## src/rtl/msgpu_pkg.sv

```systemverilog
// rtl/msgpu_pkg.sv - shared MCU bus types, constants and helpers
package msgpu_pkg;

    localparam int MCU_BUS_WIDTH = 8;

    // Command/data flag encoding shared with the bus receiver
    localparam logic CMD  = 1'b1;
    localparam logic DATA = 1'b0;

    typedef enum logic [2:0] {
        IDLE,
        TURN_ON,
        SETUP,
        STROBE,
        HOLD,
        TURN_OFF
    } tx_state_t;

    typedef struct packed {
        logic                     command;
        logic [MCU_BUS_WIDTH-1:0] data;
    } tx_entry_t;

    function automatic logic is_turn(tx_state_t s);
        return (s == TURN_ON) || (s == TURN_OFF);
    endfunction

endpackage

```

## src/rtl/mcu_bus_tx_fifo.sv

```systemverilog
// rtl/mcu_bus_tx_fifo.sv - synchronous FIFO with wrap-bit pointers for the MCU bus transmitter
module mcu_bus_tx_fifo #(
    parameter int DEPTH = 4,
    parameter int WIDTH = 9
) (
    input  logic             clock,
    input  logic             reset,
    input  logic             push,
    input  logic [WIDTH-1:0] wdata,
    input  logic             pop,
    output logic [WIDTH-1:0] rdata,
    output logic             full,
    output logic             empty
);
    localparam int AW = $clog2(DEPTH);

    logic [WIDTH-1:0] mem [DEPTH];
    logic [AW:0]      wptr;
    logic [AW:0]      rptr;
    logic [AW:0]      used;
    logic             do_push;
    logic             do_pop;

    // The extra top bit distinguishes full from empty when the indices match
    assign used    = wptr - rptr;
    assign full    = (used == (AW+1)'(DEPTH));
    assign empty   = (used == '0);
    assign do_push = push && !full;
    assign do_pop  = pop && !empty;
    assign rdata   = mem[rptr[AW-1:0]];

    always_ff @(posedge clock) begin
        if (reset) begin
            wptr <= '0;
            rptr <= '0;
        end else begin
            if (do_push) begin
                wptr <= wptr + 1'b1;
            end
            if (do_pop) begin
                rptr <= rptr + 1'b1;
            end
        end
    end

    always_ff @(posedge clock) begin
        if (do_push) begin
            mem[wptr[AW-1:0]] <= wdata;
        end
    end

endmodule

```

## src/rtl/mcu_bus_tx.sv

```systemverilog
// rtl/mcu_bus_tx.sv - MCU parallel bus transmitter; MCU_BUS_TX_FIFO_EN selects an input FIFO over a holding register
module mcu_bus_tx
    import msgpu_pkg::*;
#(
    parameter int PHASE_CYCLES = 2,
    parameter int TURN_CYCLES  = 2,
    parameter int FIFO_DEPTH   = 4
) (
    input  logic                     clock,
    input  logic                     reset,
    input  logic [MCU_BUS_WIDTH-1:0] tx_data,
    input  logic                     tx_command,
    input  logic                     tx_valid,
    output logic                     tx_ready,
    input  logic                     bus_grant,
    output logic [MCU_BUS_WIDTH-1:0] bus_out,
    output logic                     bus_oe,
    output logic                     busclk_out,
    output logic                     command_data_out,
    output logic                     busy,
    output logic                     byte_sent,
    output logic [15:0]              tx_count
);
    tx_state_t state;
    tx_state_t next_state;
    logic [3:0] cnt;
    logic       cnt_last;
    logic       pending;
    logic       load_setup;
    logic       load_head;
    logic       byte_done;
    tx_entry_t  head;

    if (PHASE_CYCLES < 1 || PHASE_CYCLES > 15 || TURN_CYCLES < 1 || TURN_CYCLES > 15 ||
        FIFO_DEPTH < 2 || (FIFO_DEPTH & (FIFO_DEPTH - 1)) != 0) begin : g_param_check
        $error("mcu_bus_tx: parameter out of legal range");
    end

`ifdef MCU_BUS_TX_FIFO_EN
    logic fifo_full;
    logic fifo_empty;

    mcu_bus_tx_fifo #(
        .DEPTH(FIFO_DEPTH),
        .WIDTH($bits(tx_entry_t))
    ) u_fifo (
        .clock(clock),
        .reset(reset),
        .push (tx_valid && !fifo_full),
        .wdata({tx_command, tx_data}),
        .pop  (load_setup),
        .rdata(head),
        .full (fifo_full),
        .empty(fifo_empty)
    );

    assign tx_ready = !fifo_full;
    assign pending  = !fifo_empty;
`else
    tx_entry_t hold_q;
    logic      hold_full;

    // Push needs an empty register and pop needs a full one, so they never coincide
    always_ff @(posedge clock) begin
        if (reset) begin
            hold_full <= 1'b0;
            hold_q    <= '0;
        end else if (tx_valid && !hold_full) begin
            hold_full <= 1'b1;
            hold_q    <= {tx_command, tx_data};
        end else if (load_setup) begin
            hold_full <= 1'b0;
        end
    end

    assign tx_ready = !hold_full;
    assign pending  = hold_full;
    assign head     = hold_q;
`endif

    assign cnt_last = is_turn(state) ? (cnt == 4'(TURN_CYCLES - 1))
                                     : (cnt == 4'(PHASE_CYCLES - 1));

    always_comb begin
        next_state = state;
        case (state)
            IDLE:     if (pending && bus_grant) next_state = TURN_ON;
            TURN_ON:  if (cnt_last) next_state = SETUP;
            SETUP:    if (cnt_last) next_state = STROBE;
            STROBE:   if (cnt_last) next_state = HOLD;
            HOLD:     if (cnt_last) next_state = (pending && bus_grant) ? SETUP : TURN_OFF;
            TURN_OFF: if (cnt_last) next_state = IDLE;
            default:  next_state = IDLE;
        endcase
    end

    assign load_setup = (next_state == SETUP) && (state != SETUP);
    assign load_head  = load_setup || ((state == IDLE) && (next_state == TURN_ON));
    assign byte_done  = (state == HOLD) && cnt_last;
    assign busy       = (state != IDLE);
    assign byte_sent  = byte_done;

    // Bus-facing outputs are registered from next_state so the strobe is glitch-free
    always_ff @(posedge clock) begin
        if (reset) begin
            state            <= IDLE;
            cnt              <= '0;
            bus_oe           <= 1'b0;
            busclk_out       <= 1'b0;
            bus_out          <= '0;
            command_data_out <= DATA;
            tx_count         <= '0;
        end else begin
            state      <= next_state;
            cnt        <= (next_state != state) ? 4'd0 : cnt + 4'd1;
            bus_oe     <= (next_state != IDLE);
            busclk_out <= (next_state == STROBE);
            if (load_head) begin
                bus_out          <= head.data;
                command_data_out <= head.command;
            end
            if (byte_done) begin
                tx_count <= tx_count + 16'd1;
            end
        end
    end

endmodule

```

## config.mk

```make
export PLATFORM = sky130hd
export DESIGN_NAME = mcu_bus_tx
export DESIGN_NICKNAME = d
export VERILOG_FILES = /design/src/rtl/msgpu_pkg.sv /design/src/rtl/mcu_bus_tx_fifo.sv /design/src/rtl/mcu_bus_tx.sv
export SDC_FILE = /design/constraint.sdc
export NUM_CORES = 1
export LEC_CHECK = 0
export ABC_AREA = 1
export BUFFER_PORTS_ARGS = -buffer_cell sky130_fd_sc_hd__buf_2
export CAP_MARGIN = 20
export CELL_PAD_IN_SITES_DETAIL_PLACEMENT = 1
export CELL_PAD_IN_SITES_GLOBAL_PLACEMENT = 1
export CORE_MARGIN = 5
export CORE_UTILIZATION = 38
export DETAILED_ROUTE_END_ITERATION = 16
export PLACE_DENSITY_LB_ADDON = 0.1
export REMOVE_ABC_BUFFERS = 1
export SKIP_CTS_REPAIR_TIMING = 1
export SYNTH_ARGS = -nofsm -noshare
export SYNTH_HDL_FRONTEND = slang
export SYNTH_SLANG_ARGS = --single-unit
```

## constraint.sdc

```tcl
create_clock -name clock -period 1.6 [get_ports clock]
set_input_delay 0.32 -clock clock [delete_from_list [all_inputs] [get_ports clock]]
set_output_delay 0.32 -clock clock [all_outputs]
set_load 0.01 [all_outputs]
```

==> results.md <==
* Ys async rst share at 0%
* Critical path peak fanout at 6
* Gpl congestion at 0.779
* Residual DRC at 0
* Place WS at -11.9 ps
* Fraction of final layout cells sized beyond drive strength 1 at 31.9%
* Floorplan core area at 5110 um^2
* Most numerous cell in the Yosys netlist: nand2_1
* Die Width at 82.6 um
* Setup-failing EPs final at 0
* Post-synthesis simple-gate area fraction at 31.2%
* First-pass GRT wire length at 8710 um
* Most frequent CP cell: buf_6
* Post-Synth XOR/XNOR Area at 1.31%
* Critical path cell sequence: inv_2, ha_4, nand2_8, nor2_4, buf_6, buf_6
* Register Area at 888 um^2
* Final worst setup slack at 19.8 ps
* Sw Pwr at 0.623 mW
* Input/output buffers at 42
* First drt pass iteration count at 4
* Placed Instances at 393
* Worst-Margin Slew at 318 ps
* Highest-delay cell along the critical path: dfxtp_2
* Post-layout min period at 1580 ps
* Crit path max-delay family: flip-flops
* Top Usage Layer GRT: met2
* CTS root buf: clkbuf_8
* Register bit count reported by yosys at 44
* Largest net degree at the start of global routing at 15
* Warnings, synthesis at 0
* Die area at 6820 um^2
* Clk_lat worst skew at 290 ps
* Crit-path max cell delay at 340 ps
* H-tree lvl count at 2
* Vias in the first global route at 2022
* Class of the worst hold path: in -> reg
* Layout net count at 350
* Post-synth top area share at 44.0%
* Setup TNS at 0 ps
* IO Count at 43
* Hold_sp: tx_data[3]
* Clk_skew at 5.19 ps
* Final core occ at 51.3%
* Outcome: finished clean
* Initial antenna violation count at 0
* Mux contribution to synthesized area at 0%
* Slew margin rel. at 78.5%
* Vias at 1987
* Max Root-Sink Buffers at 2
* Lkg Pwr at 1.17 nW
* # clock sinks at 44
* Global routing usage on met1 at 17.7%
* GR Util met2 at 31.8%
* Layout area overhead at 30.9%
* Startpoint types: flop
* CTS tree: done
* Antenna-violating nets left at 0
* Req. time, crit path at 1280 ps
* Yosys top cell by area: dfxtp_1
* Seq/Total Area, Yosys at 44.0%
* Number of synthesized flops with an enable pin at 0
* Synth Cell Area at 2000 um^2
* Worst-path clk slew at 90 ps
* Worst setup EP type: primary output
* CP Class: reg -> out
* Cell Area, Placed at 2360 um^2
* GRT Residual Overflow at 0
* Fillers at 673
* Top cells by area, synth: dfxtp_1 (44%), nand2_1 (9.7%), nor2_1 (6.8%), a21oi_1 (5.8%), inv_1 (5.3%)
* Net switching share of the total power at 26.4%
* Logic pwr share at 13.8%
* WP buf/inv at 3
* Critical Path AT at 1260 ps
* Multi-input combinational cell area at 1040 um^2
* Mapped Cells at 275
* Crit. Startpoint: cnt[1]
* Final Hold Viols at 0
* Unrepaired setup endpoints after global routing: true
* Reg2reg start: cnt[1]
* Max VDD drop at 381 uV
* Internal power at 1.74 mW
* M3 GR Usage at 3.90%
* Site Rows at 26
* Adder-cell area share of the yosys netlist at 1.88%
* Number of diodes at 0
* Hold_ws at 275 ps
* Violation count after the first detailed-route iteration at 68
* Starting density of the core at 39.2%
* Vias per cell at 4.91
* Main combinational cell family by area after synthesis: simple AND/OR/NAND/NOR gates
* Final Non-Filler Cells at 405
* Die height at 82.6 um
* Post-synthesis cell type count at 30
* WL final at 5390 um
* Fmax at 633 MHz
* Clk pwr share at 36.3%
* Compound-Gate Fraction of Synth Area at 12.9%
* Total Power at 2.36 mW
* Power per cell area at 901 nW/um^2
* Post-DP HPWL at 4010 um
* Total GRT Usage at 16.6%
* Synth cell count leaders: nand2_1 (52), dfxtp_1 (44), nor2_1 (36)
* Final Cell Area at 2620 um^2
* DR WL/cell at 13.3 um
* Max cap viols at 0
* Synth Area per Inst at 7.28 um^2
* Pins Over Slew Limit at 0
* Top FF cell, synth: dfxtp_1
* Final Cycle Share at 98.8%
* Power share of the sequential group at 49.9%
* TritonCTS Buffers at 5
## flip-flops by register name, indices dropped and copies added, names as in the netlist
name / flops
tx_count: 16
head: 9
hold_full: 1
cnt: 4
state: 3
bus_out: 8
busclk_out: 1
command_data_out: 1
bus_oe: 1
## layout make-up
cell class / count / share of cell area [%]
multi-input combinational: 190 / 39.8
clock inverter: 3 / 1.62
tap: 70 / 3.34
clock buffer: 5 / 2.63
sequential: 44 / 33.9
timing repair buffer: 60 / 14.0
inverter: 33 / 4.73
## worst register-to-register path, cell delays in order (launching register included)
cell and delay [ps]:
dfxtp_2 350, inv_2 50, ha_4 170, buf_4 150
nand3_4 90, nand2_4 60, a21boi_4 280, buf_6 160
nand3_1 70, a21oi_1 120
## cell usage in the layout, fill, tap and decap left out, types with 2 or more instances in the layout
cell / synthesis / final
a21oi_1: 23 / 18
a21oi_2: 0 / 5
a31oi_1: 2 / 2
buf_2: 0 / 41
buf_4: 1 / 14
buf_6: 2 / 5
clkbuf_8: 0 / 5
dfxtp_1: 44 / 40
dfxtp_2: 0 / 3
ha_1: 3 / 2
inv_1: 28 / 27
inv_2: 4 / 5
nand2_1: 52 / 48
nand2_2: 6 / 8
nand2_4: 1 / 2
nand3_1: 19 / 15
nand3_2: 1 / 4
nand4_1: 7 / 7
nor2_1: 36 / 35
nor2_2: 2 / 3
nor2_4: 3 / 3
nor3_1: 9 / 8
o21ai_0: 16 / 15
o21ai_1: 2 / 3
xor2_1: 2 / 2
## power by group through the flow
stage | Clock [mW] | Combinational (mW) | Sequential (mW)
2_1_floorplan | 0 | 0.163 | 1.20
3_3_place_gp | 0 | 0.267 | 1.20
3_5_place_dp | 0 | 0.276 | 1.20
4_1_cts | 0.886 | 0.277 | 1.17
5_1_grt | 0.937 | 0.364 | 1.19
6_report | 0.858 | 0.325 | 1.18
## cell families after synthesis
| kind of cell | after synthesis |
|---|---|
| AOI/OAI and AO/OA | 47 |
| buffers and inverters | 41 |
| adders and majority gates | 3 |
| DFF | 44 |
| xor gates and xnor gates | 3 |
| and+or+nand+nor | 137 |
## worst paths after layout
kind	end	slack (ps)	depth (start not counted)
max	byte_sent	20	6
min	head[3]	270	3
max reg2reg	bus_out[6]	40	9
min reg2reg	cnt[0]	450	1
## per-layer routing
metal | part of all wire [%] | vias up
met1 | 43 | 939
met4 | 1.3 | 0
met3 | 3.5 | 7
li1 | - | 1009
met5 | 0 | -
met2 | 53 | 32
No activity file was read; power rests on OpenSTA's default activity.
